`config.mk`:
```
export PLATFORM = sky130hd
export DESIGN_NAME = rtc_bus_arbiter
export DESIGN_NICKNAME = d
export VERILOG_FILES = /design/src/rtl/rtc_bus_pkg.sv /design/src/rtl/rtc_bus_arbiter_rr_arbiter.sv /design/src/rtl/rtc_bus_arbiter.sv
export SDC_FILE = /design/constraint.sdc
export NUM_CORES = 1
export LEC_CHECK = 0
export ABC_AREA = 1
export BUFFER_PORTS_ARGS = -buffer_cell sky130_fd_sc_hd__buf_2
export CORE_MARGIN = 4
export CORE_UTILIZATION = 25
export CTS_CLUSTER_DIAMETER = 60
export DETAILED_ROUTE_END_ITERATION = 16
export PLACE_DENSITY_LB_ADDON = 0.15
export SLEW_MARGIN = 10
export SYNTH_ARGS = -nofsm -noshare
export SYNTH_HDL_FRONTEND = slang
export SYNTH_SLANG_ARGS = --single-unit
```
`constraint.sdc`:
```
create_clock -name clock -period 1.8 [get_ports clock]
set_input_delay 0.27 -clock clock [delete_from_list [all_inputs] [get_ports clock]]
set_output_delay 0.27 -clock clock [all_outputs]
set_load 0.005 [all_outputs]
```
`src/rtl/rtc_bus_pkg.sv`:
```
// rtc_bus_pkg: shared encodings and defaults for the RTC bus arbiter.
// The optional build macro RTC_ARB_FIXED_PRIO_EN (used in rr_arbiter)
// switches arbitration from round-robin to fixed lowest-index priority.
package rtc_bus_pkg;

  // Bus-cycle FSM encoding.
  typedef enum logic [2:0] {
    IDLE = 3'd0,
    ADDR = 3'd1,
    AREC = 3'd2,
    DATA = 3'd3,
    REC  = 3'd4
  } state_e;

  // All RTC strobes are active low.
  localparam logic STROBE_IDLE = 1'b1;
  localparam logic STROBE_ACT  = 1'b0;

  // Default phase lengths in clock cycles.
  localparam int TPH_DEF  = 4;
  localparam int TREC_DEF = 4;

  function automatic int max_int(input int a, input int b);
    return (a > b) ? a : b;
  endfunction

endpackage

```
`src/rtl/rtc_bus_arbiter_rr_arbiter.sv`:
```
// rr_arbiter: combinational winner selection for the RTC bus arbiter.
// Default: round-robin, first set request at or after ptr (wrapping).
// With RTC_ARB_FIXED_PRIO_EN defined: lowest index always wins, ptr ignored.
module rr_arbiter
  import rtc_bus_pkg::*;
#(
  parameter int NREQ = 4,
  parameter int IW   = $clog2(NREQ)
) (
  input  logic [NREQ-1:0] req,
  input  logic [IW-1:0]   ptr,
  output logic [NREQ-1:0] gnt,
  output logic [IW-1:0]   idx,
  output logic            any
);

  logic found;

`ifdef RTC_ARB_FIXED_PRIO_EN
  logic unused_ptr;
  assign unused_ptr = ^ptr;

  // Lowest set index wins.
  always_comb begin
    found = 1'b0;
    idx   = '0;
    for (int k = 0; k < NREQ; k++) begin
      if (!found && req[k]) begin
        found = 1'b1;
        idx   = IW'(k);
      end
    end
  end
`else
  // Scan from the pointer upward, wrapping, and take the first set request.
  always_comb begin
    found = 1'b0;
    idx   = '0;
    for (int k = 0; k < NREQ; k++) begin
      if (!found && req[(int'(ptr) + k) % NREQ]) begin
        found = 1'b1;
        idx   = IW'((int'(ptr) + k) % NREQ);
      end
    end
  end
`endif

  assign any = |req;
  assign gnt = found ? (NREQ'(1) << idx) : '0;

endmodule

```
`src/rtl/rtc_bus_arbiter.sv`:
```
// rtc_bus_arbiter: shares the multiplexed RTC address/data bus between NREQ
// requesters. Each granted request runs ADDR, AREC, DATA (TPH cycles each)
// and REC (TREC cycles); done pulses on the last REC cycle.
// Build option: RTC_ARB_FIXED_PRIO_EN selects fixed priority in rr_arbiter.
module rtc_bus_arbiter
  import rtc_bus_pkg::*;
#(
  parameter int NREQ = 4,
  parameter int TPH  = TPH_DEF,
  parameter int TREC = TREC_DEF
) (
  input  logic              clock,
  input  logic              reset,
  input  logic [NREQ-1:0]   req,
  input  logic [NREQ-1:0]   rw,
  input  logic [NREQ*8-1:0] addr,
  input  logic [NREQ*8-1:0] wdata,
  output logic [NREQ-1:0]   gnt,
  output logic [NREQ-1:0]   done,
  output logic [7:0]        rdata,
  output logic              busy,
  input  logic [7:0]        ADin,
  output logic [7:0]        ADout,
  output logic              ad_oe,
  output logic              ad,
  output logic              wr,
  output logic              rd,
  output logic              cs
);

  localparam int IW = $clog2(NREQ);
  localparam int CW = $clog2(max_int(TPH, TREC)) + 1;
  localparam logic [CW-1:0] PH_LAST  = CW'(TPH - 1);
  localparam logic [CW-1:0] REC_LAST = CW'(TREC - 1);

  // Per-requester views of the flat address/data buses.
  logic [7:0] addr_arr  [NREQ];
  logic [7:0] wdata_arr [NREQ];

  for (genvar gi = 0; gi < NREQ; gi++) begin : g_unpack
    assign addr_arr[gi]  = addr[8*gi +: 8];
    assign wdata_arr[gi] = wdata[8*gi +: 8];
  end

  // FSM and latched-transaction state.
  state_e          state_q, state_d;
  logic [CW-1:0]   cnt_q, cnt_d;
  logic [IW-1:0]   ptr_q, ptr_d;
  logic [IW-1:0]   win_q, win_d;
  logic [NREQ-1:0] sel_q, sel_d;
  logic            rw_lat_q, rw_lat_d;
  logic [7:0]      addr_lat_q, addr_lat_d;
  logic [7:0]      wdata_lat_q, wdata_lat_d;
  logic [7:0]      rdata_q, rdata_d;

  // Registered outputs.
  logic [NREQ-1:0] gnt_q, gnt_d;
  logic [NREQ-1:0] done_q, done_d;
  logic            busy_q, busy_d;
  logic [7:0]      adout_q, adout_d;
  logic            ad_oe_q, ad_oe_d;
  logic            ad_q, ad_d;
  logic            wr_q, wr_d;
  logic            rd_q, rd_d;
  logic            cs_q, cs_d;

  logic [NREQ-1:0] arb_gnt;
  logic [IW-1:0]   arb_idx;
  logic            arb_any;

  rr_arbiter #(
    .NREQ (NREQ),
    .IW   (IW)
  ) u_arb (
    .req (req),
    .ptr (ptr_q),
    .gnt (arb_gnt),
    .idx (arb_idx),
    .any (arb_any)
  );

  // State register: FSM state, phase counter and latched transaction.
  always_ff @(posedge clock or posedge reset) begin
    if (reset) begin
      state_q     <= IDLE;
      cnt_q       <= '0;
      ptr_q       <= '0;
      win_q       <= '0;
      sel_q       <= '0;
      rw_lat_q    <= 1'b0;
      addr_lat_q  <= '0;
      wdata_lat_q <= '0;
      rdata_q     <= '0;
    end else begin
      state_q     <= state_d;
      cnt_q       <= cnt_d;
      ptr_q       <= ptr_d;
      win_q       <= win_d;
      sel_q       <= sel_d;
      rw_lat_q    <= rw_lat_d;
      addr_lat_q  <= addr_lat_d;
      wdata_lat_q <= wdata_lat_d;
      rdata_q     <= rdata_d;
    end
  end

  // Next state: inputs are only looked at in IDLE; each phase reloads the counter.
  always_comb begin
    state_d     = state_q;
    cnt_d       = cnt_q;
    ptr_d       = ptr_q;
    win_d       = win_q;
    sel_d       = sel_q;
    rw_lat_d    = rw_lat_q;
    addr_lat_d  = addr_lat_q;
    wdata_lat_d = wdata_lat_q;
    rdata_d     = rdata_q;
    case (state_q)
      IDLE: begin
        if (arb_any) begin
          state_d     = ADDR;
          cnt_d       = PH_LAST;
          win_d       = arb_idx;
          sel_d       = arb_gnt;
          rw_lat_d    = rw[arb_idx];
          addr_lat_d  = addr_arr[arb_idx];
          wdata_lat_d = wdata_arr[arb_idx];
        end
      end
      ADDR: begin
        if (cnt_q == '0) begin
          state_d = AREC;
          cnt_d   = PH_LAST;
        end else begin
          cnt_d = cnt_q - CW'(1);
        end
      end
      AREC: begin
        if (cnt_q == '0) begin
          state_d = DATA;
          cnt_d   = PH_LAST;
        end else begin
          cnt_d = cnt_q - CW'(1);
        end
      end
      DATA: begin
        if (cnt_q == '0) begin
          // Capture the RTC byte at the end of the read strobe.
          if (!rw_lat_q) begin
            rdata_d = ADin;
          end
          state_d = REC;
          cnt_d   = REC_LAST;
        end else begin
          cnt_d = cnt_q - CW'(1);
        end
      end
      REC: begin
        if (cnt_q == '0) begin
          state_d = IDLE;
          sel_d   = '0;
          ptr_d   = (win_q == IW'(NREQ - 1)) ? '0 : win_q + IW'(1);
        end else begin
          cnt_d = cnt_q - CW'(1);
        end
      end
      default: begin
        state_d = IDLE;
        sel_d   = '0;
      end
    endcase
  end

  // Output decode from the upcoming state so every bus signal leaves a flop.
  always_comb begin
    gnt_d   = '0;
    done_d  = '0;
    busy_d  = 1'b0;
    adout_d = '0;
    ad_oe_d = 1'b0;
    ad_d    = STROBE_IDLE;
    wr_d    = STROBE_IDLE;
    rd_d    = STROBE_IDLE;
    cs_d    = STROBE_IDLE;
    case (state_d)
      ADDR: begin
        cs_d    = STROBE_ACT;
        ad_d    = STROBE_ACT;
        wr_d    = STROBE_ACT;
        ad_oe_d = 1'b1;
        adout_d = addr_lat_d;
      end
      AREC: begin
        cs_d    = STROBE_ACT;
        ad_d    = STROBE_ACT;
        ad_oe_d = 1'b1;
        adout_d = addr_lat_d;
      end
      DATA: begin
        cs_d = STROBE_ACT;
        if (rw_lat_d) begin
          wr_d    = STROBE_ACT;
          ad_oe_d = 1'b1;
          adout_d = wdata_lat_d;
        end else begin
          rd_d = STROBE_ACT;
        end
      end
      REC: begin
        if (cnt_d == '0) begin
          done_d = sel_d;
        end
      end
      default: ;
    endcase
    if (state_d != IDLE) begin
      busy_d = 1'b1;
      gnt_d  = sel_d;
    end
  end

  // Output registers; reset drives the bus to idle levels immediately.
  always_ff @(posedge clock or posedge reset) begin
    if (reset) begin
      gnt_q   <= '0;
      done_q  <= '0;
      busy_q  <= 1'b0;
      adout_q <= '0;
      ad_oe_q <= 1'b0;
      ad_q    <= STROBE_IDLE;
      wr_q    <= STROBE_IDLE;
      rd_q    <= STROBE_IDLE;
      cs_q    <= STROBE_IDLE;
    end else begin
      gnt_q   <= gnt_d;
      done_q  <= done_d;
      busy_q  <= busy_d;
      adout_q <= adout_d;
      ad_oe_q <= ad_oe_d;
      ad_q    <= ad_d;
      wr_q    <= wr_d;
      rd_q    <= rd_d;
      cs_q    <= cs_d;
    end
  end

  assign gnt   = gnt_q;
  assign done  = done_q;
  assign rdata = rdata_q;
  assign busy  = busy_q;
  assign ADout = adout_q;
  assign ad_oe = ad_oe_q;
  assign ad    = ad_q;
  assign wr    = wr_q;
  assign rd    = rd_q;
  assign cs    = cs_q;

endmodule

```
==> results of run 1 <==
repair_timing:
action | 4_1_cts | 5_1_grt
setup buffers | 11 | 7
hold endpoints to repair | 17 | 0
pin swaps | 35 | 20
cloned | 2 | 0
setup endpoints to repair | 50 | 52
resized for setup | 76 | 59
hold buffers | 1 | 0
synth_stat cells:
library cell	n	share of area [%]
nor2_1	51	5.5
o22ai_1	3	0.54
a21oi_1	6	0.86
nor2_4	2	0.64
xor2_1	1	0.25
nor2_8	1	0.57
nand3_1	44	6.3
buf_4	3	0.64
buf_1	1	0.11
nand2_4	2	0.64
buf_8	1	0.43
mux2_2	8	2.6
buf_2	3	0.43
nand4_1	2	0.36
dfrtp_1	57	41
o21ai_1	9	1.3
nand3_2	4	1.1
ha_1	4	1.4
nand2_2	13	2.3
inv_2	7	0.75
dfstp_2	4	3.0
nor2_2	4	0.71
a21boi_0	1	0.21
nor4_1	1	0.18
nand3b_2	1	0.32
o21ai_2	2	0.50
or2_1	1	0.18
a21oi_2	1	0.25
or2_0	1	0.18
or2_2	1	0.18
inv_1	72	7.7
buf_6	2	0.64
nor3_1	2	0.29
nand2_1	133	14
o2111ai_1	1	0.25
o21ai_0	12	1.7
nand3b_1	8	1.7
clkbuf_1	2	0.21
through the flow:
stage | TNS (ps) | std cells
2_1_floorplan | -1640 | 471
5_1_grt | -17370 | 833
3_5_place_dp | -14290 | 796
4_1_cts | -11510 | 826
6_report | -11720 | 833
3_3_place_gp | -12650 | 796
layout make-up:
cell class / instances / area [um2]
clock buffer: 11 / 242.7
clock inverter: 5 / 36.28
fill: 1412 / 7855
inverter: 79 / 311.5
multi-input combinational: 319 / 2014
sequential: 61 / 1533
tap: 176 / 220.2
timing repair buffer: 181 / 1232
timing repair inverter: 1 / 7.507
logic make-up after synthesis:
group                      after synthesis  synth area share [%]
xor gates and xnor gates                 1                0.2502
and+or+nand+nor                        271                 35.45
muxes                                    8                 2.573
DFF                                     61                 43.75
AOI/OAI and AO/OA                       35                 5.611
adders and majority gates                4                 1.430
buffers and inverters                   91                 10.94
sequential cells by signal, indices dropped and copies added (netlist names), 2 cells and up:
name and count:
ADout 8, addr_lat_q 8, rdata 8, wdata_lat_q 8
done 4, gnt 4, sel_q 4, cnt_q 3
state_q 3, ptr_q 2, win_q 2
path summary, 6_finish.rpt:
kind | startpoint | to | slack (ps) | cells after the start
worst max-delay path | ptr_q[0] | ADout[4] | -430 | 18
worst min-delay path | ADin[4] | rdata[4] | 160 | 2
worst max register to register | ptr_q[0] | ADout[4] | -430 | 18
worst min register to register | addr_lat_q[3] | addr_lat_q[3] | 470 | 2
max in group asynchronous | reset | ad | 710 | 4
min in group asynchronous | reset | rdata[5] | 460 | 3
metal layers:
| layer | up-vias | routed length (um) | track usage [%] | share of wire [%] |
|---|---|---|---|---|
| li1 | 1822 | - | - | - |
| met1 | 1673 | 4768 | 17.25 | 42 |
| met2 | 92 | 5807 | 24.98 | 51 |
| met3 | 19 | 706 | 5.591 | 6.2 |
| met4 | 2 | 162 | 4.101 | 1.4 |
| met5 | - | 8 | 0 | 0.070 |
power breakdown:
part	switching (mW)	total, mW	internal (mW)
Clock	0.631	1.60	0.967
Sequential	0.238	2.25	2.02
Combinational	4.77	8.71	3.94
Total	5.64	12.6	6.93
==> impl_metrics.ini, run 1 <==
[status]
status = finished with violations
violations = setup timing

[power_and_ir_drop]
peakVddDrop_mv = 0.8417
cellLeakagePower_nw = 2.971
power_density_nw_per_um2 = 2244
fin_total_pwr_mw = 12.56

[setup_path]
crit_fanout = 6
slowest_delay_ps = 470
startpoint_type = flip-flop
cp_top_family = simple AND/OR/NAND/NOR gates
cp_slowest_cell = dfrtp_2
cp_common_cell = nand2_1
crit_path_end_kind = flip-flop
cp_num_buf_inv = 4
crit_required_ps = 2020
arrival_ps = 2450
crit_chain = clkinvlp_4, nand2_1, nand2_1, nand2_2, nand2_4, nor2_4, buf_4, nand4_1, nand3_4, buf_12, buf_6, nand3_2, nand2_1, nor2_1, nand2_1, nand2_2, nand3_2, nand2_1
worstSetupPathType = flip-flop to flip-flop

[routing]
drc_errors = 0
routed_via_density = 4.331
wirelength_um = 11450
post_drt_wl_per_cell_um = 13.75
vias = 3608
ant_nets = 0
drt_iter0_drc = 139
first_pass_iters = 5

[global_route]
antenna_found_initial = 1
grt_pass1_vias = 3704
grt_max_degree = 45
track_usage_pct = 14.64
overflow = 0
grt_first_pass_wirelength_um = 18530

[floorplanning]
ios = 112
dieArea_um2 = 15960
start_util_pct = 26.02
coreArea_um2 = 13450
die_height_um = 126.3
rows = 42
die_x_um = 126.3

[cts]
cts_inserted_buffers = 9
clkTransAtPathRegs_ps = 60
clock_latency_ps = 340
clock_path_buffers = 2
clock_sinks = 61
cts-root-buf = clkbuf_16
htree_num_levels = 3
cts_tree = done

[final_layout]
final_util_pct = 41.61
layout-drive-gt1-share_pct = 49.01
layout_common_cells = buf_2 (111), nand2_1 (107), inv_1 (62)
final_cell_area_um2 = 5598
final_common_cell = buf_2
antenna_cells = 0
area_growth_pct = 59.90
fin_nets = 738

[sta]
maxSlewHeadroom_pct = 74.50
hold_ws_ps = 161.5
max_freq_mhz = 448.5
worst_slew_pin_slew_ps = 381.9
rsz0062_at_grt = yes
period_share_pct = 123.9
setup_viol = 40
fin_crit_ps = 2230
finalHoldViolCount = 0
slew_viol_final = 0
clock_skew_ps = 7.913
setup_ws_ps = -429.6

[yosys]
yosysUniqueCellTypes = 38
synth-seq-area-share_pct = 43.75
netlist_area_um2 = 3501
synth_seq_cells = 61
syn_inst = 471
synth_area_per_cell_um2 = 7.433
syn_nets = 557
yosys_warnings = 0

[placement]
dp_slack_ps = -469.8
port_buffers = 111
dpl_cell_area_um2 = 4634
gp_congestion = 0.8911
hpwl_um = 8643

[min_path]
hold_class = primary input to flip-flop

[flow_run]
max_cap_violations = 0
No activity file was read; power rests on OpenSTA's default activity.
==> run 2, diff against run 1 <==
- BUFFER_PORTS_ARGS: -buffer_cell sky130_fd_sc_hd__buf_2 -> unset
- DONT_BUFFER_PORTS: unset -> 1
- clock period: 1.8 -> 2.38 ns (I/O delays scaled with it)
==> run 2 against run 1 <==
The flow now finishes without violations; final area fell by 22%; core utilization down 9.1 points; die area unchanged; non-clock buffer count down 147; sequential power decreased by 21%; first-iteration DRC count decreased by 17%; clock-buffer cell count did not move; clock power down 29%; sequential share of layout area increased by 7.7 points; critical path type unchanged; largest power group unchanged; highest routed layer unchanged.
==> impl_metrics.ini, run 2 (same netlist as run 1, synthesis figures left out) <==
[status]
status = finished clean

[flow_run]
max_cap_violations = 0

[power_and_ir_drop]
peakVddDrop_mv = 0.5676
power_density_nw_per_um2 = 1733
cellLeakagePower_nw = 2.263

[final_layout]
post_layout_nonfiller_instances = 685
final_common_cell = nand2_1
layout_common_cells = nand2_1 (123), inv_1 (71), dfrtp_1 (55)
fin_nets = 590
layout-drive-gt1-share_pct = 23.38
antenna_cells = 0
area_growth_pct = 24.80
nFillCells = 1462

[sta]
maxSlewHeadroom_pct = 67.43
fin_crit_ps = 2212
clock_skew_ps = 5.573
period_share_pct = 92.96
finalHoldViolCount = 0
setup_viol = 0
tns_ps = 0
max_freq_mhz = 452.0
slew_viol_final = 0
worst_slew_pin_slew_ps = 488.1

[routing]
ant_nets = 0
routed_via_density = 4.307
first_pass_iters = 4
wirelength_um = 10380
drc_errors = 0
post_drt_wl_per_cell_um = 15.15
drt_iter0_drc = 116
vias = 2950

[floorplanning]
start_util_pct = 26.02
die_height_um = 126.3
die_x_um = 126.3
dieArea_um2 = 15960
rows = 42
coreArea_um2 = 13450
ios = 112

[placement]
port_buffers = 0
gp_congestion = 0.7935
dp.cells = 656
hpwl_um = 7829

[cts]
cts_inserted_buffers = 9
cts-root-buf = clkbuf_16
clkTransAtPathRegs_ps = 50
htree_num_levels = 3
clock_path_buffers = 2
clock_sinks = 61
clock_latency_ps = 320
cts_tree = done

[global_route]
grt_max_degree = 62
overflow = 0
antenna_found_initial = 1
track_usage_pct = 13.12
grt_pass1_vias = 2967
grt_first_pass_wirelength_um = 16440

[setup_path]
arrival_ps = 2470
crit_path_end_kind = flip-flop
crit_fanout = 8
startpoint_type = flip-flop
crit_required_ps = 2640
worstSetupPathType = flip-flop to flip-flop

[min_path]
hold_class = primary input to flip-flop
run 2: cell count changes in the layout (fill, tap and decap cells not counted), moves of 11 or more:
cell     previous run  this run
buf_2             111         0
buf_6              23         4
buf_4              41        24
nand2_1           107       123
nand3_1            29        42
nand2_2            29        18
nand3_2            16         5
run 2: report_power, final:
group	internal (mW)	switching, mW
sequential	1.53	0.241
combinational	1.83	2.84
clock	0.696	0.438
run 2: final timing paths:
| path | start | endpoint | slack (ps) | cells past startpoint |
|---|---|---|---|---|
| setup / recovery | ptr_q[0] | ADout[7] | 170 | 17 |
| hold / removal | ADin[6] | rdata[6] | 190 | 1 |
| setup reg to reg | ptr_q[0] | ADout[7] | 170 | 17 |
| hold reg to reg | wdata_lat_q[2] | wdata_lat_q[2] | 470 | 2 |
| max in group asynchronous | reset | rd | 1510 | 3 |
| min in group asynchronous | reset | addr_lat_q[2] | 570 | 3 |
run 2: final cells by class:
class | count | area (um2) | area share (%)
Inverter | 79 | 306.5 | 7.016
Sequential cell | 61 | 1534 | 35.11
Clock buffer | 11 | 232.7 | 5.326
Tap cell | 176 | 220.2 | 5.040
Clock inverter | 5 | 27.53 | 0.6300
Multi-Input combinational cell | 319 | 1708 | 39.09
Timing Repair Buffer | 34 | 340.3 | 7.789
run 2: per-layer routing:
metal / vias to the layer above / share of wire [%] / global-route usage, %
li1: 1527 / - / -
met1: 1325 / 44 / 16.47
met2: 89 / 48 / 21.38
met3: 7 / 7.0 / 5.170
met4: 2 / 0.66 / 3.028
met5: - / 0.13 / 0
run 2: metrics by stage:
step | utilization, % | area (um2) | worst slack, ps | hold WS, ps | total power [mW]
global placement | 28.38 | 3817 | 80.60 | 336.9 | 5.782
CTS | 30.39 | 4088 | 9.687 | 177.6 | 7.017
finish | 32.48 | 4369 | 167.5 | 190.0 | 7.573
detailed placement | 28.38 | 3817 | 37.32 | 340.1 | 5.816
floorplan | - | 3501 | 413.0 | 443.6 | 4.522
global route | 32.48 | 4369 | -0.9315 | 168.7 | 8.322
run 2: worst max-delay path, cell delays in order (launching register included):
cell     delay (ps)
dfrtp_2         440
buf_6           150
nand2_2          60
nand2_2          60
nand2_2         100
nand2_4          70
nor2_4          140
nand3_2         100
nand2_4         110
nand2_8          90
buf_12          150
nor2_4          190
nand2_1          90
nand2_1          60
nor2_1           50
nor2_2          140
nand3_1          80
nand2_1          70
run 2: what timing repair did:
action / in CTS / in global routing
buffers inserted: 0 / 11
hold endpoints to repair: 8 / 0
resized for setup: 0 / 41
endpoints found under the setup margin: 0 / 18
hold buffers: 1 / 0
==> run 3, diff against run 2 <==
- CELL_PAD_IN_SITES_DETAIL_PLACEMENT: unset -> 1
- CELL_PAD_IN_SITES_GLOBAL_PLACEMENT: unset -> 1
- CORE_ASPECT_RATIO: unset -> 0.7
- CORE_MARGIN: 4 -> 2
==> run 3 against run 2 <==
Clock-buffer cell count down 2; clock power up 21%; global-route usage increased by 2.0 points; register-to-register slack worse by 80 ps; sequential cell count stayed put; final area rose by 4.6%; setup slack lost 80 ps; clock skew is 1.8 ps lower; via count increased by 6.5%; largest cell class unchanged; maximum frequency is 3.5% lower; largest power group unchanged; sequential power is essentially flat.
==> impl_metrics.ini, run 3 (same netlist as run 1, synthesis figures left out) <==
[status]
status = finished clean

[cts]
clock_latency_ps = 320
cts_tree = done
cts_inserted_buffers = 9
htree_num_levels = 3
clkTransAtPathRegs_ps = 50
cts-root-buf = clkbuf_16
clock_path_buffers = 2
clock_sinks = 61

[setup_path]
path_depth = 17
cp_top_family = simple AND/OR/NAND/NOR gates
slowest_delay_ps = 450
crit_required_ps = 2640
startpoint_type = flip-flop
crit_fanout = 8
cp_slowest_cell = dfrtp_2
crit_path_end_kind = flip-flop
crit_end = ADout[7]
r2r_start = ptr_q[1]
crit_start = ptr_q[1]
reg2reg_depth = 17
worstSetupPathType = flip-flop to flip-flop
cp_common_cell = nand2_1
cp_num_buf_inv = 3
reg2reg_setup_slack_ps = 90
crit_chain = inv_4, nand2_1, nand2_4, nand2_2, nand2_2, nand4_1, nand2_2, nor2_8, buf_12, nor2_4, buf_4, nand2_1, nand2_1, nor2_2, nor2_2, nand3_1, nand2_1
rr_endpoint = ADout[7]
arrival_ps = 2550

[floorplanning]
rows = 36
start_util_pct = 25.40
coreArea_um2 = 13780
die_x_um = 145.4
dieArea_um2 = 14980
die_height_um = 103.0
ios = 112

[global_route]
antenna_found_initial = 0
gr-usage-met3_pct = 5.354
grt-busiest-layer = met2
grt_first_pass_wirelength_um = 17250
grt_max_degree = 24
track_usage_pct = 15.08
grt_pass1_vias = 3050
overflow = 0
grt_use_met2_pct = 22.64
grt_use_met1_pct = 21.11

[min_path]
hold_start = ADin[2]
hold_class = primary input to flip-flop

[final_layout]
layout_common_cells = nand2_1 (113), inv_1 (71), dfrtp_1 (55)
post_layout_nonfiller_instances = 708
nFillCells = 1676
final_common_cell = nand2_1
layout-drive-gt1-share_pct = 29.15
antenna_cells = 0
area_growth_pct = 30.59
final_cell_area_um2 = 4572
fin_nets = 599
multi_input_area_um2 = 1779
ff_latch_area_um2 = 1534

[placement]
dp.cells = 671
dpl_cell_area_um2 = 3830
port_buffers = 0
hpwl_um = 8658
gp_congestion = 0.8924

[routing]
first_pass_iters = 4
wirelength_um = 11440
drt_iter0_drc = 55
routed_via_density = 4.439
ant_nets = 0
vias = 3143
drc_errors = 0
post_drt_wl_per_cell_um = 16.15

[sta]
worst_slew_pin_slew_ps = 560.9
setup_viol = 0
fin_crit_ps = 2292
hold_ws_ps = 184.9
clock_skew_ps = 3.724
rsz0062_at_grt = yes
period_share_pct = 96.32
slew_viol_final = 0
finalHoldViolCount = 0
maxSlewHeadroom_pct = 62.56
max_freq_mhz = 436.2

[power_and_ir_drop]
peakVddDrop_mv = 0.7023
power_density_nw_per_um2 = 1807
cellLeakagePower_nw = 2.361

[flow_run]
max_cap_violations = 0
## run 3: changes by cell type in the layout (fill, tap and decap cells not counted), sizes merged
cell / before / now
clkinvlp: 1 / 2
clkbuf: 12 / 10
buf: 32 / 40
bufinv: 0 / 2
## run 3: cell type report
type	instances	share of cell area, %
multi-input combinational	319	38.92
clock inverter	7	1.970
clock buffer	9	4.926
tap	190	5.200
sequential	61	33.55
inverter	79	6.705
timing repair buffer	42	8.621
timing repair inverter	1	0.1095
## run 3: worst min path at each step
| stage | depth (start not counted) | slack, ps | endpoint |
|---|---|---|---|
| after detailed placement | 1 | 270 | sel_q[3] |
| after CTS | 1 | 170 | rdata[2] |
| after floorplan | 2 | 440 | wdata_lat_q[1] |
| after global routing | 1 | 160 | rdata[2] |
| final | 1 | 180 | rdata[2] |
| after global placement | 1 | 270 | ADout[2] |
## run 3: routing by layer
layer / vias up / routed length (um) / share of wire [%]
met1: 1507 / 5767 / 50
met4: 0 / 83 / 0.73
li1: 1542 / - / -
met3: 8 / 686 / 6.0
met5: - / 0 / 0
met2: 86 / 4899 / 43
## run 3: repair_timing
| action | in CTS | in global routing |
|---|---|---|
| gates resized for setup | 6 | 66 |
| pin swaps | 0 | 29 |
| endpoints found under the hold margin | 15 | 0 |
| buffers inserted | 0 | 17 |
| cloned | 0 | 3 |
| hold buffers | 1 | 0 |
| endpoints found under the setup margin | 2 | 22 |
## run 3: per-stage QoR
step                      worst slack (ps)  setup TNS (ps)  utilization [%]  power (mW)
after CTS                            2.601               0            30.29       7.363
after detailed placement            -22.29          -22.29            27.79       5.909
after floorplan                      413.0               0                -       4.522
final                                87.62               0            33.17       8.263
after global routing                -51.26          -216.1            33.17       8.993
after global placement              -1.189          -1.189            27.79       5.814
## run 3: report_power, final
part,internal [mW],switching [mW],total [mW]
Sequential,1.53,0.238,1.77
Combinational,2.03,3.10,5.13
Clock,0.909,0.457,1.37
Total,4.46,3.80,8.26
## run 3: worst reg2reg max path, stage by stage (launching register included)
cell and delay [ps]:
dfrtp_2 450, inv_4 110, nand2_1 100, nand2_4 110, nand2_2 60, nand2_2 90, nand4_1 220, nand2_2 200
nor2_8 80, buf_12 140, nor2_4 130, buf_4 130, nand2_1 40, nand2_1 70, nor2_2 50, nor2_2 90
nand3_1 90, nand2_1 80
